## src/rtl/config_loader_if.sv

```systemverilog
// -----------------------------------------------------------------------------
// config_loader_if -- serial bitstream input and tile config bus.
//
// Build option: CONFIG_LOADER_PARITY_EN adds parity_err.
//
// Signals
//   bit_in, bit_valid   serial bitstream from the source, MSB first
//   bit_ready           loader accepts a bit this cycle
//   config_data         32-bit write word broadcast to all tiles
//   config_en           one-hot write strobe, bit i = tile i
//   config_done         sticky, end-of-bitstream frame received
//   addr_err            one-cycle pulse, frame addressed a nonexistent tile
//   parity_err          one-cycle pulse, frame failed even parity (option only)
//
// Modports
//   master  the loader side (consumes bits, drives the config bus)
//   slave   the environment side (bitstream source and tiles)
// -----------------------------------------------------------------------------
interface config_loader_if #(
   parameter int NUM_TILES = 16
);
   logic                 bit_in;
   logic                 bit_valid;
   logic                 bit_ready;
   logic [31:0]          config_data;
   logic [NUM_TILES-1:0] config_en;
   logic                 config_done;
   logic                 addr_err;
`ifdef CONFIG_LOADER_PARITY_EN
   logic                 parity_err;
`endif

   modport master (
      input  bit_in, bit_valid,
      output bit_ready, config_data, config_en, config_done, addr_err
`ifdef CONFIG_LOADER_PARITY_EN
      , output parity_err
`endif
   );

   modport slave (
      output bit_in, bit_valid,
      input  bit_ready, config_data, config_en, config_done, addr_err
`ifdef CONFIG_LOADER_PARITY_EN
      , input parity_err
`endif
   );
endinterface

```

## src/rtl/config_loader.sv

```systemverilog
// -----------------------------------------------------------------------------
// config_loader -- parses a serial configuration bitstream into tile writes.
//
// Frames are an 8-bit tile address followed by a 32-bit data word, MSB first.
// A valid address produces a one-cycle config_en strobe with the word on
// config_data; an out-of-range address pulses addr_err instead. Address 8'hFF
// ends the bitstream: the loader parks in DONE until reset.
//
// Build option: CONFIG_LOADER_PARITY_EN appends one even-parity bit over the
// 40 address+data bits; a mismatch pulses parity_err and drops the frame.
//
// Ports
//   clk     single clock, all state on posedge
//   reset   asynchronous, active-high
//   bus     config_loader_if.master (bitstream in, config bus out)
// -----------------------------------------------------------------------------
module config_loader #(
   parameter int NUM_TILES = 16
) (
   input  logic              clk,
   input  logic              reset,
   config_loader_if.master   bus
);

   localparam logic [2:0] ST_ADDR   = 3'd0;
   localparam logic [2:0] ST_DATA   = 3'd1;
   localparam logic [2:0] ST_WRITE  = 3'd2;
   localparam logic [2:0] ST_DONE   = 3'd3;
`ifdef CONFIG_LOADER_PARITY_EN
   localparam logic [2:0] ST_PARITY = 3'd4;
`endif

   logic [2:0]           state_q, state_d;
   logic [4:0]           cnt_q, cnt_d;
   logic [7:0]           addr_q, addr_d;
   logic [31:0]          data_q, data_d;
   logic [31:0]          cfg_data_q, cfg_data_d;
   logic [NUM_TILES-1:0] cfg_en_q, cfg_en_d;
   logic                 done_q, done_d;
   logic                 addr_err_q, addr_err_d;
   // Holds bit_ready low through reset and releases it on the first edge after.
   logic                 ready_en_q;
`ifdef CONFIG_LOADER_PARITY_EN
   logic                 parity_err_q, parity_err_d;
`endif

   logic                 accept;
   logic                 commit;
   logic [31:0]          commit_word;
   logic [NUM_TILES-1:0] tile_sel;

   // Address decode; an address >= NUM_TILES (including 8'hFF) matches nothing.
   generate
      for (genvar gi = 0; gi < NUM_TILES; gi++) begin : g_dec
         assign tile_sel[gi] = (addr_q == 8'(gi));
      end
   endgenerate

   always_comb begin
      bus.bit_ready = ready_en_q && ((state_q == ST_ADDR) || (state_q == ST_DATA)
`ifdef CONFIG_LOADER_PARITY_EN
                      || (state_q == ST_PARITY)
`endif
                      );
   end

   assign accept = bus.bit_valid && bus.bit_ready;

   always_comb begin
      state_d     = state_q;
      cnt_d       = cnt_q;
      addr_d      = addr_q;
      data_d      = data_q;
      cfg_data_d  = cfg_data_q;
      cfg_en_d    = '0;
      done_d      = done_q;
      addr_err_d  = 1'b0;
      commit      = 1'b0;
      commit_word = data_q;
`ifdef CONFIG_LOADER_PARITY_EN
      parity_err_d = 1'b0;
`endif

      case (state_q)
         ST_ADDR: begin
            if (accept) begin
               addr_d = {addr_q[6:0], bus.bit_in};
               if (cnt_q == 5'd7) begin
                  cnt_d   = 5'd0;
                  state_d = ST_DATA;
               end else begin
                  cnt_d = cnt_q + 5'd1;
               end
            end
         end
         ST_DATA: begin
            if (accept) begin
               data_d = {data_q[30:0], bus.bit_in};
               if (cnt_q == 5'd31) begin
                  cnt_d = 5'd0;
`ifdef CONFIG_LOADER_PARITY_EN
                  state_d = ST_PARITY;
`else
                  commit      = 1'b1;
                  commit_word = data_d;
`endif
               end else begin
                  cnt_d = cnt_q + 5'd1;
               end
            end
         end
`ifdef CONFIG_LOADER_PARITY_EN
         ST_PARITY: begin
            if (accept) begin
               if (^{addr_q, data_q, bus.bit_in}) begin
                  // Bad frame: spend the write slot on the error pulse only.
                  parity_err_d = 1'b1;
                  state_d      = ST_WRITE;
               end else begin
                  commit = 1'b1;
               end
            end
         end
`endif
         ST_WRITE: state_d = ST_ADDR;
         ST_DONE:  state_d = ST_DONE;
         default:  state_d = ST_ADDR;
      endcase

      // Outputs are registered, so they appear during the WRITE cycle itself.
      if (commit) begin
         if (addr_q == 8'hFF) begin
            state_d = ST_DONE;
            done_d  = 1'b1;
         end else begin
            state_d = ST_WRITE;
            if (|tile_sel) begin
               cfg_en_d   = tile_sel;
               cfg_data_d = commit_word;
            end else begin
               addr_err_d = 1'b1;
            end
         end
      end
   end

   always_ff @(posedge clk or posedge reset) begin
      if (reset) begin
         state_q    <= ST_ADDR;
         cnt_q      <= '0;
         addr_q     <= '0;
         data_q     <= '0;
         cfg_data_q <= '0;
         cfg_en_q   <= '0;
         done_q     <= 1'b0;
         addr_err_q <= 1'b0;
         ready_en_q <= 1'b0;
`ifdef CONFIG_LOADER_PARITY_EN
         parity_err_q <= 1'b0;
`endif
      end else begin
         state_q    <= state_d;
         cnt_q      <= cnt_d;
         addr_q     <= addr_d;
         data_q     <= data_d;
         cfg_data_q <= cfg_data_d;
         cfg_en_q   <= cfg_en_d;
         done_q     <= done_d;
         addr_err_q <= addr_err_d;
         ready_en_q <= 1'b1;
`ifdef CONFIG_LOADER_PARITY_EN
         parity_err_q <= parity_err_d;
`endif
      end
   end

   assign bus.config_data = cfg_data_q;
   assign bus.config_en   = cfg_en_q;
   assign bus.config_done = done_q;
   assign bus.addr_err    = addr_err_q;
`ifdef CONFIG_LOADER_PARITY_EN
   assign bus.parity_err  = parity_err_q;
`endif

endmodule

```

## src/flat_wrapper.sv

```systemverilog
// flat-port wrapper written by rule: the top's interface ports become plain ports
module config_loader_flat 
#(
   parameter int NUM_TILES = 16
)
  (clk, reset, bus_bit_in, bus_bit_valid, bus_bit_ready, bus_config_data, bus_config_en, bus_config_done, bus_addr_err);
  config_loader_if #(.NUM_TILES(NUM_TILES)) bus_i ();
  input  logic clk;
  input  logic reset;
  input wire logic [$bits(bus_i.bit_in)-1:0] bus_bit_in;
  input wire logic [$bits(bus_i.bit_valid)-1:0] bus_bit_valid;
  output wire logic [$bits(bus_i.bit_ready)-1:0] bus_bit_ready;
  output wire logic [$bits(bus_i.config_data)-1:0] bus_config_data;
  output wire logic [$bits(bus_i.config_en)-1:0] bus_config_en;
  output wire logic [$bits(bus_i.config_done)-1:0] bus_config_done;
  output wire logic [$bits(bus_i.addr_err)-1:0] bus_addr_err;
  assign bus_i.bit_in = bus_bit_in;
  assign bus_i.bit_valid = bus_bit_valid;
  assign bus_bit_ready = bus_i.bit_ready;
  assign bus_config_data = bus_i.config_data;
  assign bus_config_en = bus_i.config_en;
  assign bus_config_done = bus_i.config_done;
  assign bus_addr_err = bus_i.addr_err;
  config_loader #(.NUM_TILES(NUM_TILES)) u_core (.clk(clk), .reset(reset), .bus(bus_i));
endmodule
```

## config.mk

```make
export PLATFORM = sky130hd
export DESIGN_NAME = config_loader_flat
export DESIGN_NICKNAME = d
export VERILOG_FILES = /design/src/rtl/config_loader_if.sv /design/src/rtl/config_loader.sv /design/src/flat_wrapper.sv
export SDC_FILE = /design/constraint.sdc
export NUM_CORES = 1
export LEC_CHECK = 0
export BUFFER_PORTS_ARGS = -buffer_cell sky130_fd_sc_hd__buf_4
export CAP_MARGIN = 10
export CORE_ASPECT_RATIO = 0.8
export CORE_MARGIN = 5
export CORE_UTILIZATION = 35
export CTS_CLUSTER_SIZE = 28
export DETAILED_ROUTE_END_ITERATION = 10
export SETUP_SLACK_MARGIN = 0.3
export SYNTH_ARGS = -nofsm -noshare
export SYNTH_HDL_FRONTEND = slang
export SYNTH_SLANG_ARGS = --single-unit
```

## constraint.sdc

```tcl
create_clock -name clk -period 4.22 [get_ports clk]
set_input_delay 0.844 -clock clk [delete_from_list [all_inputs] [get_ports clk]]
set_output_delay 0.844 -clock clk [all_outputs]
set_load 0.05 [all_outputs]
```

==> results of run 1 <==
==> cell usage after synthesis, types with 2 or more instances <==
| library cell | n |
|---|---|
| o21ai_0 | 4 |
| nand2_1 | 12 |
| a21oi_1 | 2 |
| nand3_1 | 2 |
| nor2_1 | 16 |
| nand2b_1 | 3 |
| mux2_2 | 70 |
| a21o_1 | 2 |
| nor3_1 | 5 |
| dfrtp_1 | 97 |
| clkbuf_1 | 2 |
| inv_1 | 3 |
| buf_6 | 3 |
| nand4b_1 | 2 |
| ha_1 | 6 |
| nand4_1 | 4 |
| buf_2 | 5 |
==> through the flow <==
stage / setup WS [ns] / area [sq um]
after floorplan: 0.842 / 3770
after global placement: 1.96 / 4300
after detailed placement: 1.91 / 4300
after CTS: 1.83 / 4630
after global routing: 1.76 / 4660
final: 1.85 / 4660
==> logic make-up after synthesis <==
kind of cell / Yosys count / synth area share, %
compound gates: 14 / 2.59
xor+xnor: 1 / 0.232
fa+ha+maj: 6 / 1.99
buf+inv: 13 / 2.06
flops: 97 / 64.3
mux: 71 / 21.2
other cells: 1 / 0.0994
simple gates: 52 / 7.50
==> metal layers <==
layer	up-vias	GRT usage, %
li1	1007	-
met1	1068	14.3
met2	46	15.5
met3	5	3.73
met4	0	4.45
met5	-	0
==> registers in the layout, summed over array words and instances (netlist names) <==
name                    count
u_core.ready_en_q           1
u_core.addr_q               8
u_core.bus.config_data     32
u_core.cnt_q                5
u_core.state_q              2
u_core.bus.config_en       16
u_core.bus.addr_err         1
u_core.bus.config_done      1
u_core.data_q              31
==> cells in the final DEF, fill, tap and decap left out, types with 3 or more instances in the layout <==
cell / Yosys / layout
dfrtp_1: 97 / 97
mux2_2: 70 / 70
buf_4: 0 / 56
nor2_1: 16 / 16
nand2_1: 12 / 12
clkbuf_16: 0 / 9
ha_1: 6 / 6
nor3_1: 5 / 5
nand4_1: 4 / 4
o21ai_0: 4 / 4
nand2b_1: 3 / 3
==> power breakdown <==
| part | switching (W) | internal (W) |
|---|---|---|
| registers | 0.000109 | 0.00102 |
| clock network | 0.000347 | 0.000529 |
| logic | 0.000174 | 0.000153 |
| total | 0.000629 | 0.00170 |
==> final timing paths <==
path	depth (start not counted)	slack, ns	endpoint	startpoint
worst max-delay path	4	1.85	bus_bit_ready	u_core.state_q[1]
worst min register to register	1	0.48	u_core.bus.config_done	u_core.bus.config_done
worst max register to register	7	1.94	u_core.bus.config_en[8]	u_core.cnt_q[0]
worst min-delay path	2	0.43	u_core.bus.config_en[15]	reset
min in group clk	1	0.48	u_core.bus.config_done	u_core.bus.config_done
max in group asynchronous	4	3.00	u_core.data_q[26]	reset
==> cell type report <==
| cell class | instances | area [sq um] | area share [%] |
|---|---|---|---|
| clock buffers | 10 | 229 | 4.92 |
| clock inverters | 6 | 97.6 | 2.10 |
| inverters | 3 | 13.8 | 0.295 |
| multi-input cells | 145 | 1270 | 27.2 |
| flip-flops and latches | 97 | 2430 | 52.1 |
| well taps | 140 | 175 | 3.76 |
| repair buffers | 57 | 448 | 9.62 |
==> worst max-delay path, cell delays in order, from the launching register on <==
cell and delay [ns]:
dfrtp_1 0.39, inv_1 0.13, ha_1 0.35, o21a_1 0.15, buf_4 0.19
==> reports/qor.csv, run 1 <==
metric;value;unit
run status;finished clean;
max-slew violation count;0;
synthesized cell area;3770;sq um
initial drt markers;86;
Critical Path Start Type;flip-flop;
syn_nets;265;
number of synthesized flops with an enable pin;0;
Main synth FF type;dfrtp_1;
routability-driven placement congestion ratio;0.772;
TritonCTS clock tree;done;
H-tree levels;3;
Placed Cells;441;
Yosys top cell by area;dfrtp_1;
WL met3;388;um
async set-or-reset flop fraction in the synthesized netlist;100;%
final hold violations;0;
clock latency on the worst-skew pair;0.33;ns
drt drc;0;
hold_ws;0.431;ns
largest net degree at the start of global routing;89;
Yosys top cell area share;64.3;%
# setup viols final;0;
Setup Skew;0.00824;ns
Die ar.;13000;sq um
initial antenna violation count;0;
final WL;6370;um
Mapped Cells;255;
setup repair bufs after CTS;0;
worst hold path type;primary input to asynchronous set/reset pin;
syn_area_per_cell;14.8;sq um
setup TNS;0;ns
sequential area share after synthesis;64.3;%
hold_buf cts;0;
max cap viols;0;
Ports;55;
dominant cells by area after synthesis;dfrtp_1, mux2_2, ha_1;
Pleak;2.40;nW
clock-pin slew on the worst setup and hold paths;0.07;ns
# rows;33;
Power Density;500;nW/um^2
layout net count;323;
Max Freq;0.422;GHz
WP data arrival;1.52;ns
clk sinks;97;
Post-Route M1 WL;3060;um
number of global-route vias before repair;2139;
Seq cells post-synth;97;
Worst EP required;3.38;ns
peak supply drop;0.252;mV
Initial Util;36.3;%
crit-path max FO;9;
Syn-to-layout area delta;23.5;%
DR WL met2;2840;um
Tcrit/Tclk final;56.1;%
Tmin final;2.37;ns
Port Buffers;54;
Crit. End Element;output port;
core area;10400;sq um
die height;103;um
die width;126;um
GRT Overall Usage;10.6;%
post-layout util;44.8;%
GRT overflow;0;
CP Class;flip-flop to output port;
DRT Pass-1 Iters;4;
DP HPWL;4240;um
Vias per Instance;4.64;
Vias;2126;
post-route ant nets;0;
RSZ-0062 raised after global routing;false;
PostCTS Resize Cnt;0;
Avg WL per Cell;13.9;um
post-route insts no fill;458;
total number of yosys warnings;0;
Top Layer Used;met4;
share of cells above drive strength 1;46.5;%
Root Buffer;clkbuf_16;
first-pass GRT wire length;10800;um
CTS buffer count;9;
clock buffer depth;2;
Total Power;0.00233;W
fill count;959;
Diodes inserted;0;
Distinct cells, synth;34;
Note: power is estimated with default switching activity, not from simulation.
==> run 2, diff against run 1 <==
clock period = 2.05 ns   (was 4.22 ns; I/O delays follow)
==> run 2 against run 1 <==
Effect of this change: worst setup slack lost 1.6 ns; total power grew 130%; utilization grew 4.4 points; via count grew 4.8%; non-clock buffer count grew 22; register-to-register slack lost 1.7 ns; critical path depth grew 2; sequential power grew 110%; global-route usage grew 1.3 points; clock skew shrank 0.0016 ns; largest cell class unchanged; highest routed layer unchanged.
==> reports/qor.csv, run 2 (synthesized netlist as in run 1, its figures left out) <==
metric;value;unit;change
run status;finished clean;;unchanged
first-pass GRT wire length;12100;um;was 10800 um
DR WL met2;3320;um;was 2840 um
share of cells above drive strength 1;55.3;%;was 46.5%
crit-path max FO;8;;was 9
setup TNS;0;ns;unchanged
WL met3;399;um;was 388 um
Top Layer Used;met4;;unchanged
Worst Reg2Reg Path Length in Cells;6;;was 7
Port Buffers;54;;unchanged
max-slew violation count;0;;unchanged
layout net count;345;;was 323
GRT Overall Usage;11.9;%;was 10.6%
core area;10400;sq um;unchanged
Crit. End Element;flip-flop;;was output port
post-route insts no fill;480;;was 458
Vias per Instance;4.64;;about the same
commonest cells after routing, fill and taps aside;dfrtp_1, mux2_2, buf_4;;unchanged
max cap viols;0;;unchanged
Max Freq;0.544;GHz;
clk sinks;97;;unchanged
Vias;2227;;was 2126
H-tree levels;3;;unchanged
Syn-to-layout area delta;35.7;%;was 23.5%
# rows;33;;unchanged
Post-Route M1 WL;3490;um;was 3060 um
max FFs per register;32;;unchanged
# setup viols final;0;;unchanged
largest net degree at the start of global routing;29;;was 89
Die ar.;13000;sq um;unchanged
hold_buf cts;0;;unchanged
Root Buffer;clkbuf_16;;unchanged
RSZ-0062 raised after global routing;true;;was false
WP data arrival;2.06;ns;was 1.52 ns
Placed Cells;448;;was 441
final hold violations;0;;unchanged
clock-pin slew on the worst setup and hold paths;0.07;ns;about the same
peak supply drop;0.438;mV;was 0.252 mV
Tcrit/Tclk final;89.6;%;
Diodes inserted;0;;unchanged
DP HPWL;4640;um;was 4240 um
die height;103;um;unchanged
Worst EP required;2.27;ns;was 3.38 ns
Tmin final;1.84;ns;
routability-driven placement congestion ratio;0.781;;was 0.772
GRT overflow;0;;unchanged
CTS buffer count;9;;unchanged
Initial Util;36.3;%;unchanged
final WL;7320;um;was 6370 um
Avg WL per Cell;15.2;um;was 13.9 um
TritonCTS clock tree;done;;unchanged
commonest non-fill, non-tap cell in the layout;dfrtp_1;;unchanged
Critical Path Start Type;flip-flop;;unchanged
die width;126;um;unchanged
clock latency on the worst-skew pair;0.34;ns;was 0.33 ns
initial antenna violation count;0;;unchanged
DP Worst Slack;0.130;ns;was 1.91 ns
post-layout util;49.2;%;was 44.8%
Slew Limit Headroom;62.5;%;
Pleak;2.59;nW;was 2.40 nW
Ports;55;;unchanged
Total Power;0.00539;W;was 0.00233 W
worst-margin pin slew;0.561;ns;
CP Class;flip-flop to flip-flop;;was flip-flop to output port
clock buffer depth;2;;unchanged
Setup Skew;0.00663;ns;was 0.00824 ns
Power Density;1050;nW/um^2;was 500 nW/um^2
setup ws final;0.213;ns;was 1.85 ns
DRT Pass-1 Iters;4;;unchanged
r2r startpoint;u_core.state_q[0];;was u_core.cnt_q[0]
initial drt markers;92;;was 86
flop2flop setup slack;0.21;ns;was 1.94 ns
number of global-route vias before repair;2328;;was 2139
post-route ant nets;0;;unchanged
worst hold path type;primary input to asynchronous set/reset pin;;unchanged
RR Endpoint;u_core.data_q[24];;was u_core.bus.config_en[8]
drt drc;0;;unchanged
## run 2: cell type report
class / instances / area (sq um)
Clock buffer: 9 / 225
Clock inverter: 7 / 141
Fill cell: 938 / 5290
Inverter: 3 / 15.0
Multi-Input combinational cell: 145 / 1390
Sequential cell: 97 / 2430
Tap cell: 140 / 175
Timing Repair Buffer: 79 / 748
## run 2: stage by stage
stage / instance area, sq um / hold WS (ns)
final: 5120 / 0.130
after global routing: 5120 / 0.159
after CTS: 5040 / 0.131
after detailed placement: 4460 / 0.475
after global placement: 4460 / 0.464
after floorplan: 3840 / 0.471
## run 2: worst max-delay path, stage by stage (launching register included)
cell	delay [ns]
dfrtp_2	0.46
ha_4	0.20
buf_4	0.13
o211a_4	0.27
nand2_4	0.14
clkbuf_16	0.18
mux2_2	0.33
## run 2: what timing repair did
action	4_1_cts	5_1_grt
cloned	3	1
setup endpoints to repair	87	90
pin swaps	3	7
buffers inserted	9	3
gates resized for setup	17	9
## run 2: worst max path at each step
stage | slack (ns) | from | to | cells after the start
floorplan | 0.20 | u_core.cnt_q[1] | u_core.bus.config_data[11] | 8
global placement | 0.16 | u_core.cnt_q[1] | u_core.bus.config_data[2] | 7
detailed placement | 0.13 | u_core.cnt_q[0] | u_core.bus.config_data[6] | 7
CTS | 0.22 | u_core.state_q[1] | bus_bit_ready | 5
global route | 0.17 | u_core.state_q[1] | bus_bit_ready | 5
finish | 0.21 | u_core.state_q[0] | u_core.data_q[24] | 6
## run 2: report_power, final
group          leakage (nW)  switching [W]  internal [W]
registers              1.32       0.000249       0.00210
clock network         0.176       0.000689       0.00132
logic                  1.10       0.000485      0.000549
total                  2.59        0.00142       0.00396
## run 2: metal layers
metal / vias to the layer above / GRT usage [%]
li1: 1057 / -
met2: 53 / 18.1
met4: 0 / 4.86
met5: - / 0
met3: 8 / 4.35
met1: 1109 / 15.6
==> run 3, diff against run 2 <==
MAX_ROUTING_LAYER = met4   (was default)
==> run 3 against run 2 <==
Effect of this change: clock-buffer cell count stayed put; combinational power hardly changed; first-iteration DRC count is 8.7% higher; worst setup slack worse by 0.0039 ns; critical path type is now flip-flop to output port; largest cell class unchanged.
==> reports/qor.csv, run 3 (synthesized netlist as in run 1, its figures left out) <==
metric;value;unit;change
run status;finished clean;;unchanged
setup TNS;0;ns;unchanged
clock latency on the worst-skew pair;0.34;ns;about the same
commonest non-fill, non-tap cell in the layout;dfrtp_1;;unchanged
share of cells above drive strength 1;55.3;%;unchanged
number of global-route vias before repair;2314;;was 2328
CP delay by family, top;flip-flops;;unchanged
Pleak;2.59;nW;unchanged
worst-margin pin slew;0.561;ns;about the same
CP most frequent cell;buf_6;;
first-pass GRT wire length;12100;um;about the same
core area;10400;sq um;unchanged
initial antenna violation count;0;;unchanged
initial drt markers;100;;was 92
Port Buffers;54;;unchanged
Power Density;1050;nW/um^2;about the same
DRT Pass-1 Iters;4;;unchanged
routability-driven placement congestion ratio;0.791;;was 0.781
layout net count;345;;unchanged
largest net degree at the start of global routing;29;;unchanged
# setup viols final;0;;unchanged
Diodes inserted;0;;unchanged
commonest cells after routing, fill and taps aside;dfrtp_1, mux2_2, buf_4;;unchanged
final hold violations;0;;unchanged
# rows;33;;unchanged
Avg WL per Cell;15.3;um;was 15.2 um
Vias;2245;;was 2227
max FFs per register;32;;unchanged
max cap viols;0;;unchanged
Tcrit/Tclk final;89.8;%;was 89.6%
die width;126;um;unchanged
H-tree levels;3;;unchanged
post-route ant nets;0;;unchanged
Tmin final;1.84;ns;about the same
Vias per Instance;4.68;;was 4.64
CP bufs+invs;2;;unchanged
RSZ-0062 raised after global routing;true;;unchanged
crit-path max cell delay;0.46;ns;about the same
DP HPWL;4640;um;unchanged
crit-path cells;ha_4, buf_6, o21a_1, buf_6;;was ha_4, buf_4, o211a_4, nand2_4, clkbuf_16, mux2_2
Ports;55;;unchanged
Crit. End Element;output port;;was flip-flop
Initial Util;36.3;%;unchanged
clock-pin slew on the worst setup and hold paths;0.07;ns;about the same
Root Buffer;clkbuf_16;;unchanged
CTS buffer count;9;;unchanged
crit-path max FO;4;;was 8
Setup Skew;0.00692;ns;was 0.00663 ns
clk sinks;97;;unchanged
GRT overflow;0;;unchanged
post-layout util;49.2;%;unchanged
worst hold path type;primary input to asynchronous set/reset pin;;unchanged
Syn-to-layout area delta;35.7;%;unchanged
Worst path slowest cell;dfrtp_2;;unchanged
clock buffer depth;2;;unchanged
peak supply drop;0.438;mV;about the same
max-slew violation count;0;;unchanged
GRT Overall Usage;12.3;%;was 11.9%
WP data arrival;1.43;ns;was 2.06 ns
Max Freq;0.543;GHz;was 0.544 GHz
TritonCTS clock tree;done;;unchanged
Slew Limit Headroom;62.5;%;about the same
CP Class;flip-flop to output port;;was flip-flop to flip-flop
Worst EP required;1.64;ns;was 2.27 ns
Die ar.;13000;sq um;unchanged
Critical Path Start Type;flip-flop;;unchanged
die height;103;um;unchanged
drt drc;0;;unchanged
final WL;7370;um;was 7320 um
## run 3: cell counts in the layout (fill, tap and decap cells not counted)
Identical to the previous run, type by type.
## run 3: power by group
part	switching (W)	total (W)	internal, W
Combinational	0.000486	0.00103	0.000549
Sequential	0.000248	0.00235	0.00210
Clock	0.000696	0.00201	0.00132
Total	0.00143	0.00539	0.00396
## run 3: worst paths after layout
check,depth (start not counted),start,slack [ns],end
worst min-delay path,2,reset,0.13,u_core.bus.config_en[2]
worst min register to register,1,u_core.bus.config_done,0.49,u_core.bus.config_done
min in group clk,2,bus_bit_in,0.34,u_core.bus.config_data[0]
worst max register to register,6,u_core.state_q[0],0.21,u_core.data_q[24]
max in group asynchronous,3,reset,1.41,u_core.bus.config_data[5]
worst max-delay path,4,u_core.state_q[0],0.21,bus_bit_ready
## run 3: metal layers
metal	wire length (um)	share of wire, %	track usage (%)	up-vias
met2	3340	45	18.0	55
met4	133	1.8	4.86	0
li1	-	-	-	1058
met3	357	4.8	4.14	10
met1	3530	48	15.9	1122
met5	0	0	-	-
## run 3: metrics by stage
stage | power [W] | cells | hold slack (ns) | cell area (sq um) | setup slack, ns
CTS | 0.00533 | 476 | 0.131 | 5040 | 0.215
global placement | 0.00309 | 448 | 0.464 | 4460 | 0.162
finish | 0.00539 | 480 | 0.128 | 5120 | 0.209
floorplan | 0.00290 | 255 | 0.471 | 3840 | 0.203
detailed placement | 0.00311 | 448 | 0.475 | 4460 | 0.130
global route | 0.00564 | 480 | 0.159 | 5120 | 0.171
## run 3: layout make-up
| type | count | area, sq um |
|---|---|---|
| Clock buffer | 9 | 225 |
| Clock inverter | 7 | 141 |
| Fill cell | 938 | 5290 |
| Inverter | 3 | 15.0 |
| Multi-Input combinational cell | 145 | 1390 |
| Sequential cell | 97 | 2430 |
| Tap cell | 140 | 175 |
| Timing Repair Buffer | 79 | 748 |
## run 3: repair_timing
item,in CTS,in global routing
resized for setup,17,9
cloned,3,1
hold buffers,0,0
setup buffers,9,3
pin swaps,3,7
setup endpoints to repair,87,90
